<file path="config.mk">
export PLATFORM = sky130hd
export DESIGN_NAME = sprite_collision_detector
export DESIGN_NICKNAME = d
export VERILOG_FILES = /design/src/rtl/sprite_collision_detector.sv
export SDC_FILE = /design/constraint.sdc
export NUM_CORES = 1
export LEC_CHECK = 0
export CAP_MARGIN = 30
export CORE_MARGIN = 3
export CORE_UTILIZATION = 50
export DETAILED_ROUTE_END_ITERATION = 8
export MAX_ROUTING_LAYER = met4
export PLACE_DENSITY = 0.77
export SKIP_LAST_GASP = 1
export SLEW_MARGIN = 25
export SYNTH_ARGS = -nofsm -noshare
export SYNTH_HDL_FRONTEND = slang
export SYNTH_SLANG_ARGS = --single-unit
</file>
<file path="constraint.sdc">
create_clock -name clk -period 1.9 [get_ports clk]
set_input_delay 0.285 -clock clk [delete_from_list [all_inputs] [get_ports clk]]
set_output_delay 0.285 -clock clk [all_outputs]
set_load 0.01 [all_outputs]
</file>
<file path="src/rtl/sprite_collision_detector.sv">
// Per-frame sprite/sprite and sprite/playfield collision monitor.
// Results are snapshotted at each vsync rise and offered through a valid/ack handshake.
module sprite_collision_detector #(
  parameter int NUM_SPRITES = 4,
  parameter int CNT_W       = 8
) (
  input  logic                   clk,
  input  logic                   reset,
  input  logic                   vsync,
  input  logic                   display_on,
  input  logic [NUM_SPRITES-1:0] gfx,
  input  logic                   playfield_gfx,
  input  logic                   result_ack,
  output logic [NUM_SPRITES-1:0] spr_spr_hit,
  output logic [NUM_SPRITES-1:0] spr_pf_hit,
  output logic [CNT_W-1:0]       hit_count,
  output logic                   result_valid,
  output logic                   overrun
);

  typedef enum logic {SYNC_WAIT, RUN} state_t;

  state_t                 state;
  logic                   vsync_d;
  logic [NUM_SPRITES-1:0] acc_ss;
  logic [NUM_SPRITES-1:0] acc_pf;
  logic [CNT_W-1:0]       acc_cnt;

  logic                   vs_rise;
  logic [3:0]             n;
  logic [NUM_SPRITES-1:0] ss_term;
  logic [NUM_SPRITES-1:0] pf_term;
  logic                   pix_hit;

  assign vs_rise = vsync & ~vsync_d;

  always_comb begin
    n = '0;
    for (int unsigned i = 0; i < NUM_SPRITES; i++) begin
      n = n + 4'(gfx[i]);
    end
    ss_term = (n >= 4'd2) ? gfx : '0;
    pf_term = playfield_gfx ? gfx : '0;
    pix_hit = display_on & ((|ss_term) | (|pf_term));
  end

  always_ff @(posedge clk or posedge reset) begin
    if (reset) begin
      state        <= SYNC_WAIT;
      vsync_d      <= 1'b0;
      acc_ss       <= '0;
      acc_pf       <= '0;
      acc_cnt      <= '0;
      spr_spr_hit  <= '0;
      spr_pf_hit   <= '0;
      hit_count    <= '0;
      result_valid <= 1'b0;
      overrun      <= 1'b0;
    end else begin
      vsync_d <= vsync;
      // Ack consumes the pending result; a snapshot on the same edge overrides valid below.
      if (result_valid && result_ack) begin
        result_valid <= 1'b0;
        overrun      <= 1'b0;
      end
      case (state)
        SYNC_WAIT: begin
          acc_ss  <= '0;
          acc_pf  <= '0;
          acc_cnt <= '0;
          if (vs_rise) state <= RUN;
        end
        RUN: begin
          if (vs_rise) begin
            // The vs_rise cycle's own pixel is dropped: outputs take the pre-edge totals.
            spr_spr_hit  <= acc_ss;
            spr_pf_hit   <= acc_pf;
            hit_count    <= acc_cnt;
            acc_ss       <= '0;
            acc_pf       <= '0;
            acc_cnt      <= '0;
            result_valid <= 1'b1;
            if (result_valid && !result_ack) overrun <= 1'b1;
          end else if (display_on) begin
            acc_ss <= acc_ss | ss_term;
            acc_pf <= acc_pf | pf_term;
            if (pix_hit && (acc_cnt != '1)) acc_cnt <= acc_cnt + CNT_W'(1);
          end
        end
        default: state <= SYNC_WAIT;
      endcase
    end
  end

endmodule

</file>
### Yosys cells after proc, flatten, opt, wreduce, memory -nomap -nowiden

Index checks and enable logic that the tools add are counted.

* bits in registers: 36
* input port bits: 10

* $add $sub $neg: 4
* order comparisons: 1
* eq/ne operators: 3
* mux-type cells: 21
* bitwise logic cells: 7
* reduce and logical (&&, ||, !) cells: 8

Operators with widths (number)
* $mux 4: 6
* $mux 8: 3
* $pmux 4 s2: 2
* $pmux 8 s2: 1
* $mux 1: 9
* $add 8x1->8 const B: 1
* $ne 8x8->1 const B: 1
* $or 4x4->4: 2
* $reduce_or 4->1: 2
* $add 3x1->4: 1
* $ge 4x2->1 const B: 1
* $reduce_and 2->1: 2
* $add 2x1->3: 1
* $logic_and 1x1->1: 3
* $ne 3x1->1 const B: 1
* $ne 3x2->1 const B: 1
* $add 1x1->2: 1
* $and 1x1->1: 2
* $not 1->1: 2
* $logic_not 1->1: 1
* $or 1x1->1: 1

### Logic depth before layout (Yosys ltp)

Gate-level depths: netlist (run 1).

* word-level depth: 13
* gate-level depth with buffers: 6
* mapped depth without buffers: 5

### Worst setup path after synthesis (run 1)

No wires, ideal clock.

* path kind: in2reg
* start point: input gfx[0]
* end point: register acc_cnt[4]
* arrival: 1789 ps
* required time: 1822 ps
* slack: 33 ps
* stages: 5
* path buffers: 0
* cell sequence: fa_1 -> a211oi_1 -> or2_1 -> or4_1 -> a21oi_1

* longest elaborated chain between the ends: 11
* elaborated cells on any way between the ends: 13
* those cells by class: 3 x add/sub; 1 x order compare; 1 x eq/ne; 2 x mux; 2 x bitwise; 4 x reduce/logical

RTL lines
* start: declaration: RTL line 11 `input logic [NUM_SPRITES-1:0] gfx,`
* $add 1x1->2: RTL line 40 `n = n + 4'(gfx[i]);`
* $add 2x1->3: RTL line 40
* $add 3x1->4: RTL line 40
* $ge 4x2->1: RTL line 42 `ss_term = (n >= 4'd2) ? gfx : '0;`
* $mux 4: RTL line 42
* $reduce_or 4->1: RTL line 44 `pix_hit = display_on & ((|ss_term) | (|pf_term));`
* $or 1x1->1 (*): RTL line 44
* $and 1x1->1 (*): RTL line 44
* $logic_and 1x1->1 (*): RTL line 87 `if (pix_hit && (acc_cnt != '1)) acc_cnt <= acc_cnt + CNT_W'(1);`
* $ne 3x1->1 (no line) (*)
* $reduce_and 2->1 (no line) (*)
* end signal: assignment: RTL line 87
* end: declaration: RTL line 27 `logic [CNT_W-1:0] acc_cnt;`

Mark *: on every way between the ends. The rest lies on a longest branch, timed or not.
A chain may end at the register's enable or synchronous reset.

### Final worst setup path (run 1)

* start point: input gfx[0]
* end point: register acc_cnt[0]

The elaborated chain is that of the path after synthesis.

==> impl_metrics.yaml, run 1 <==
timing:
  drv_slew: 0
  holdWs_ns: 0.3549
  clock_skew_ns: 0.006901
  hold_viol: 0
  rsz0062_at_grt: "no"
  tightest_slew_ns: 0.4938
  layout_min_cycle_time_ns: 1.829
  fin_crit_sh_pct: 96.24
  relSlewSlack_pct: 66.82
  setup_violations: 0
  max_freq_mhz: 546.9
critical_path:
  path_cells: "dlygate4sd2_1 -> fa_1 -> a211oi_2 -> or2_1 -> buf_4 -> or3_1 -> a21oi_2"
  path_class: "in -> reg"
  slowest_delay_ns: 0.58
  critPathMaxFanout: 8
  cp-end-kind: "flop"
  start_kind: "input pin"
  cp_data_arrival_time_ns: 2.10
  crit_path_top_delay_cell: "fa_1"
  crit_required_ns: 2.17
yosys:
  synth_edf_count: 0
  ys_types: 30
  seq_area_frac_synth_pct: 59.60
  ys_ff_latch: 36
  synth.most_common_cell: "dfrtp_1"
  synth_area_um2: 1511
  synth_largest_area_cell: "dfrtp_1"
  ys.flop_type: "dfrtp_1"
  synth_cells: 128
  synthTopCellsByCount: "dfrtp_1 (36), mux2_2 (15), nor2_1 (12)"
  ys.warnings.count: 0
  synth_top_area_share_pct: 59.60
  syn-num-nets: 140
  netlist_top_cells_area: "dfrtp_1 (60%), mux2_2 (11%), a21oi_1 (3.6%), nor2_1 (3.0%), a31oi_1 (2.5%)"
  synth-async-reset-ratio_pct: 100.0
  synth.avg_cell_area_um2: 11.81
finish:
  drive_gt1_share_pct: 23.56
  layout.cells.non_filler: 205
  nNetsFinal: 188
  areaGrowthSynthToFinish_pct: 30.63
  fin_util_pct: 69.79
  multi_input_area_um2: 591.8
  seq_area_um2: 900.9
  fillers: 218
  n_antenna_cell: 0
clock_tree:
  cts_hold_buf: 0
  clockRootBuffer: "clkbuf_4"
  path_clk_slew_ns: 0.10
  clockBufferDepth: 2
  clkLatencyLatePin_ns: 0.33
  tritoncts: "built"
  h-tree-depth: 2
  cts_made_buffers: 5
  cts.sinks: 36
detailed_routing:
  drc: 0
  via_per_inst: 5.829
  first_iter_violations: 35
  post_drt_wl_per_cell_um: 15.82
  drt-pass1-iter-count: 5
  via_count: 1195
  wl_mm: 3.243
  drtAntennaViolNets: 0
global_route:
  overflow: 0
  grt_antenna_before_repair: 0
  grt_pass1_vias: 1223
  grt_usage_pct: 21.14
  grt_pass1_wl_mm: 5.485
  grt_max_degree: 37
power:
  p_per_area_nw_per_um2: 828.0
  seqPwrFrac_pct: 56.0
  power_frac_clock_pct: 21.4
  switching_share_pct: 26.86
  pwr-share-comb_pct: 22.6
  internal_power_mw: 1.196
  vdd_drop_max_mv: 0.6261
  p_leak_nw: 0.8858
  switchingPower_mw: 0.4392
placed_design:
  gp_congestion: 0.8407
  place_inst: 199
  port_buffers: 27
  hpwlAfterDp_mm: 2.308
hold_path:
  hp-class: "in -> async"
outcome:
  run_status: "complete, no violations"
floorplanning:
  io-pin-count: 28
  start_util_pct: 53.43
  core_um2: 2829
  die_h_um: 60.98
  die_area_um2: 3719
  rows: 19
  die_x_um: 60.98
job:
  max_cap_viol_count: 0
-- timing repair --
action,CTS,global route
buffers inserted,0,1
pin swaps,5,1
endpoints found under the setup margin,7,2
gates resized for setup,4,2
endpoints found under the hold margin,0,0
-- final timing paths --
check                                             from                       end  slack (ns)  cells past startpoint
worst max-delay path                            gfx[0]    acc_cnt[0]$_DFFE_PP0P_        0.07                      7
worst min-delay path                             reset     acc_ss[2]$_DFFE_PP0P_        0.35                      3
worst max register to register  acc_cnt[0]$_DFFE_PP0P_    acc_cnt[4]$_DFFE_PP0P_        0.25                      4
worst min register to register  result_valid$_DFF_PP0_                      flop        0.50                      1
max in group asynchronous                        reset  hit_count[4]$_DFFE_PP0P_        1.23                      3
min in group clk                                 vsync         vsync_d$_DFF_PP0_        0.41                      1
-- cells by family after synthesis --
group / Yosys count / synth area share, %
AND/OR/NAND/NOR: 38 / 12.58
flip-flops: 36 / 59.60
AO/OA/AOI/OAI: 31 / 12.67
multiplexers: 15 / 11.18
buffers and inverters: 6 / 1.821
adder cells (fa/ha/maj): 2 / 2.152
-- area by class of cell --
cell class              count  share of cell area, %
flip-flops and latches     36                  45.63
clock buffers               5                  1.901
multi-input cells          86                  29.97
repair buffers             44                  19.96
inverters                   3                 0.5703
well taps                  31                  1.965
-- routing by layer --
layer	GRT usage (%)	share of wire, %
met2	34.50	50
met4	7.121	1.9
met1	24.69	43
met3	6.596	5.5
met5	-	0
-- flip-flops by register name, indices dropped and copies added, names as in the netlist, named ones only --
register	flops
result_valid	1
acc_pf	4
spr_spr_hit	4
acc_cnt	8
state	1
acc_ss	4
hit_count	8
vsync_d	1
spr_pf_hit	4
-- critical path, delay by kind of cell --
kind,cells,cell delay (ns)
adder cells (fa/ha/maj),1,0.58
buffers and inverters,2,0.42
AO/OA/AOI/OAI,2,0.20
AND/OR/NAND/NOR,2,0.60
-- through the flow --
step	power, mW	setup TNS [ns]	worst slack (ns)	area (µm²)
2_1_floorplan	1.087	0	0.03319	1511
5_1_grt	1.720	0	0.02370	1974
3_5_place_dp	1.296	-3.456	-0.4840	1924
4_1_cts	1.642	0	0.09553	1958
3_3_place_gp	1.282	-3.108	-0.4370	1924
6_report	1.635	0	0.07149	1974
-- layout by cell type (no fill, tap or decap), types with 2 or more instances in the layout --
cell type / netlist / final
dfrtp_1: 36 / 36
mux2_2: 15 / 15
clkbuf_4: 0 / 5
a21oi_1: 11 / 10
nor4_1: 2 / 2
dlygate4sd2_1: 0 / 3
nor3_1: 3 / 3
o21ai_0: 6 / 5
nand2_1: 5 / 5
a31oi_1: 6 / 6
o211ai_1: 2 / 2
buf_4: 1 / 17
nand4_1: 2 / 2
nor2b_1: 3 / 3
inv_1: 3 / 3
o31ai_1: 2 / 2
or3_1: 3 / 3
clkdlybuf4s50_1: 0 / 24
nor2_1: 12 / 12
nand3_1: 2 / 2
-- power groups by stage --
stage / clock network (mW) / registers [mW] / logic (mW)
after floorplan: 0 / 0.947 / 0.140
after global placement: 0 / 0.927 / 0.355
after detailed placement: 0 / 0.931 / 0.365
after CTS: 0.360 / 0.917 / 0.365
after global routing: 0.385 / 0.927 / 0.408
final: 0.350 / 0.916 / 0.369
(Power assumes the default switching activity.)
==> run 2, diff against run 1 <==
--- a/config.mk
+++ b/config.mk
@@ -7,10 +7,10 @@
 export LEC_CHECK = 0
 export CAP_MARGIN = 30
 export CORE_MARGIN = 3
-export CORE_UTILIZATION = 50
+export CORE_UTILIZATION = 51
 export DETAILED_ROUTE_END_ITERATION = 8
 export MAX_ROUTING_LAYER = met4
-export PLACE_DENSITY = 0.77
+export PLACE_DENSITY = 0.78
 export SKIP_LAST_GASP = 1
 export SLEW_MARGIN = 25
 export SYNTH_ARGS = -nofsm -noshare
==> run 2 against run 1 <==
Clock power is 2% lower. Critical path depth down 1. Total power down 0.95%. Via count fell by 0.75%. Combinational power shrank 3%. Clock-buffer cell count unchanged. Final cell count down 0.49%. Sequential cell count unchanged. Hold slack got worse by 0.0072 ns. Die area is 1.8% lower. Routed wire length shrank 2.0%. Largest cell class unchanged. Largest power group unchanged.
==> impl_metrics.yaml, run 2 (synthesis results as in run 1) <==
finish:
  fin_util_pct: 70.67
  drive_gt1_share_pct: 23.12
  final_common_cell: "dfrtp_1"
  n_antenna_cell: 0
  nNetsFinal: 187
  multi_input_area_um2: 590.6
  seq_area_um2: 900.9
  layout_common_cells: "dfrtp_1 (36), clkdlybuf4s50_1 (24), buf_4 (16), mux2_2 (15), nor2_1 (12)"
  fillers: 213
  areaGrowthSynthToFinish_pct: 30.05
  layout.cells.non_filler: 204
  largestRegisters: "acc_cnt (8), hit_count (8)"
  design_area_um2: 1966
power:
  p_leak_nw: 0.8826
  vdd_drop_max_mv: 0.8380
  p_total_mw: 1.619
  p_per_area_nw_per_um2: 823.7
job:
  max_cap_viol_count: 0
clock_tree:
  clockRootBuffer: "clkbuf_4"
  clkLatencyLatePin_ns: 0.33
  tritoncts: "built"
  h-tree-depth: 2
  postCtsSetupBuffers: 0
  path_clk_slew_ns: 0.09
  cts_made_buffers: 5
  cts.sinks: 36
  clockBufferDepth: 2
  cts_hold_buf: 0
detailed_routing:
  drt-pass1-iter-count: 4
  via_count: 1186
  via_per_inst: 5.814
  drc: 0
  wl_mm: 3.178
  drtAntennaViolNets: 0
  first_iter_violations: 24
  post_drt_wl_per_cell_um: 15.58
floorplanning:
  die_x_um: 60.44
  io-pin-count: 28
  rows: 19
  start_util_pct: 54.34
  die_h_um: 60.44
  die_area_um2: 3653
  core_um2: 2781
global_route:
  grt_max_degree: 37
  grt_antenna_before_repair: 0
  grt_usage_pct: 20.51
  overflow: 0
  grt_pass1_vias: 1186
  grt_pass1_wl_mm: 5.271
critical_path:
  worstRegToRegCells: 5
  cp-end-kind: "flop"
  r2r_start: "acc_cnt[0]$_DFFE_PP0P_"
  crit_required_ns: 2.16
  r2r_slack_ns: 0.41
  crit_start: "gfx[3]"
  path_class: "in -> reg"
  cp_data_arrival_time_ns: 2.13
  rr_endpoint: "acc_cnt[3]$_DFFE_PP0P_"
  start_kind: "input pin"
  critPathMaxFanout: 4
hold_path:
  hp-class: "in -> async"
timing:
  finalSetupTns_ns: 0
  hold_viol: 0
  holdWs_ns: 0.3476
  drv_slew: 0
  final_critical_path_setup_slack_ns: 0.03130
  tightest_slew_ns: 0.4454
  rsz0062_at_grt: "yes"
  relSlewSlack_pct: 70.31
  setup_violations: 0
  fin_crit_sh_pct: 98.35
  max_freq_mhz: 535.1
  layout_min_cycle_time_ns: 1.869
  clock_skew_ns: 0.008924
placed_design:
  gp_congestion: 0.9530
  pre_cts_slack_ns: -0.5482
  place_inst: 199
  hpwlAfterDp_mm: 2.318
  dpl_cell_area_um2: 1924
  port_buffers: 27
outcome:
  run_status: "complete, no violations"
## run 2: cell types whose count changed in the layout (fill, tap and decap cells not counted)
cell      before  now
a211oi_1       1    2
a211oi_2       1    0
buf_4         17   16
o21ai_0        5    6
o21ai_1        1    0
or4_1          1    0
or4_4          0    1
## run 2: worst max-delay path by stage
| stage | slack, ns | end | cells past startpoint |
|---|---|---|---|
| after floorplan | 0.03 | acc_cnt[4]$_DFFE_PP0P_ | 5 |
| after CTS | 0.05 | acc_cnt[4]$_DFFE_PP0P_ | 6 |
| after detailed placement | -0.55 | acc_cnt[4]$_DFFE_PP0P_ | 6 |
| after global routing | -0.002 | acc_cnt[4]$_DFFE_PP0P_ | 6 |
| after global placement | -0.47 | acc_cnt[4]$_DFFE_PP0P_ | 6 |
| final | 0.03 | acc_cnt[4]$_DFFE_PP0P_ | 6 |
## run 2: repair_timing
action                                  in CTS  in global routing
endpoints found under the setup margin       5                  1
pin swaps                                    2                  0
resized for setup                            5                  0
hold endpoints to repair                     0                  0
## run 2: layout make-up
cell class              count  share of cell area, %
flip-flops and latches     36                  45.83
multi-input cells          86                  30.04
repair buffers             43                  19.67
well taps                  31                  1.973
clock buffers               5                  1.910
inverters                   3                 0.5729
## run 2: power by group
group	internal, mW	leakage [nW]	switching (mW)	total [mW]
registers	0.858	0.469	0.0603	0.918
clock network	0.124	0.0230	0.220	0.343
logic	0.208	0.390	0.150	0.358
total	1.19	0.883	0.430	1.62
## run 2: critical path: stages
cell	delay, ns
dlygate4sd2_1	0.26
fa_1	0.56
a211oi_1	0.09
or2_1	0.25
or4_4	0.53
a21oi_2	0.15
## run 2: routing by layer
| layer | global-route usage, % | wire length, µm |
|---|---|---|
| met5 | - | 0 |
| met3 | 7.234 | 165 |
| met2 | 32.10 | 1647 |
| met1 | 24.83 | 1338 |
| met4 | 6.811 | 26 |
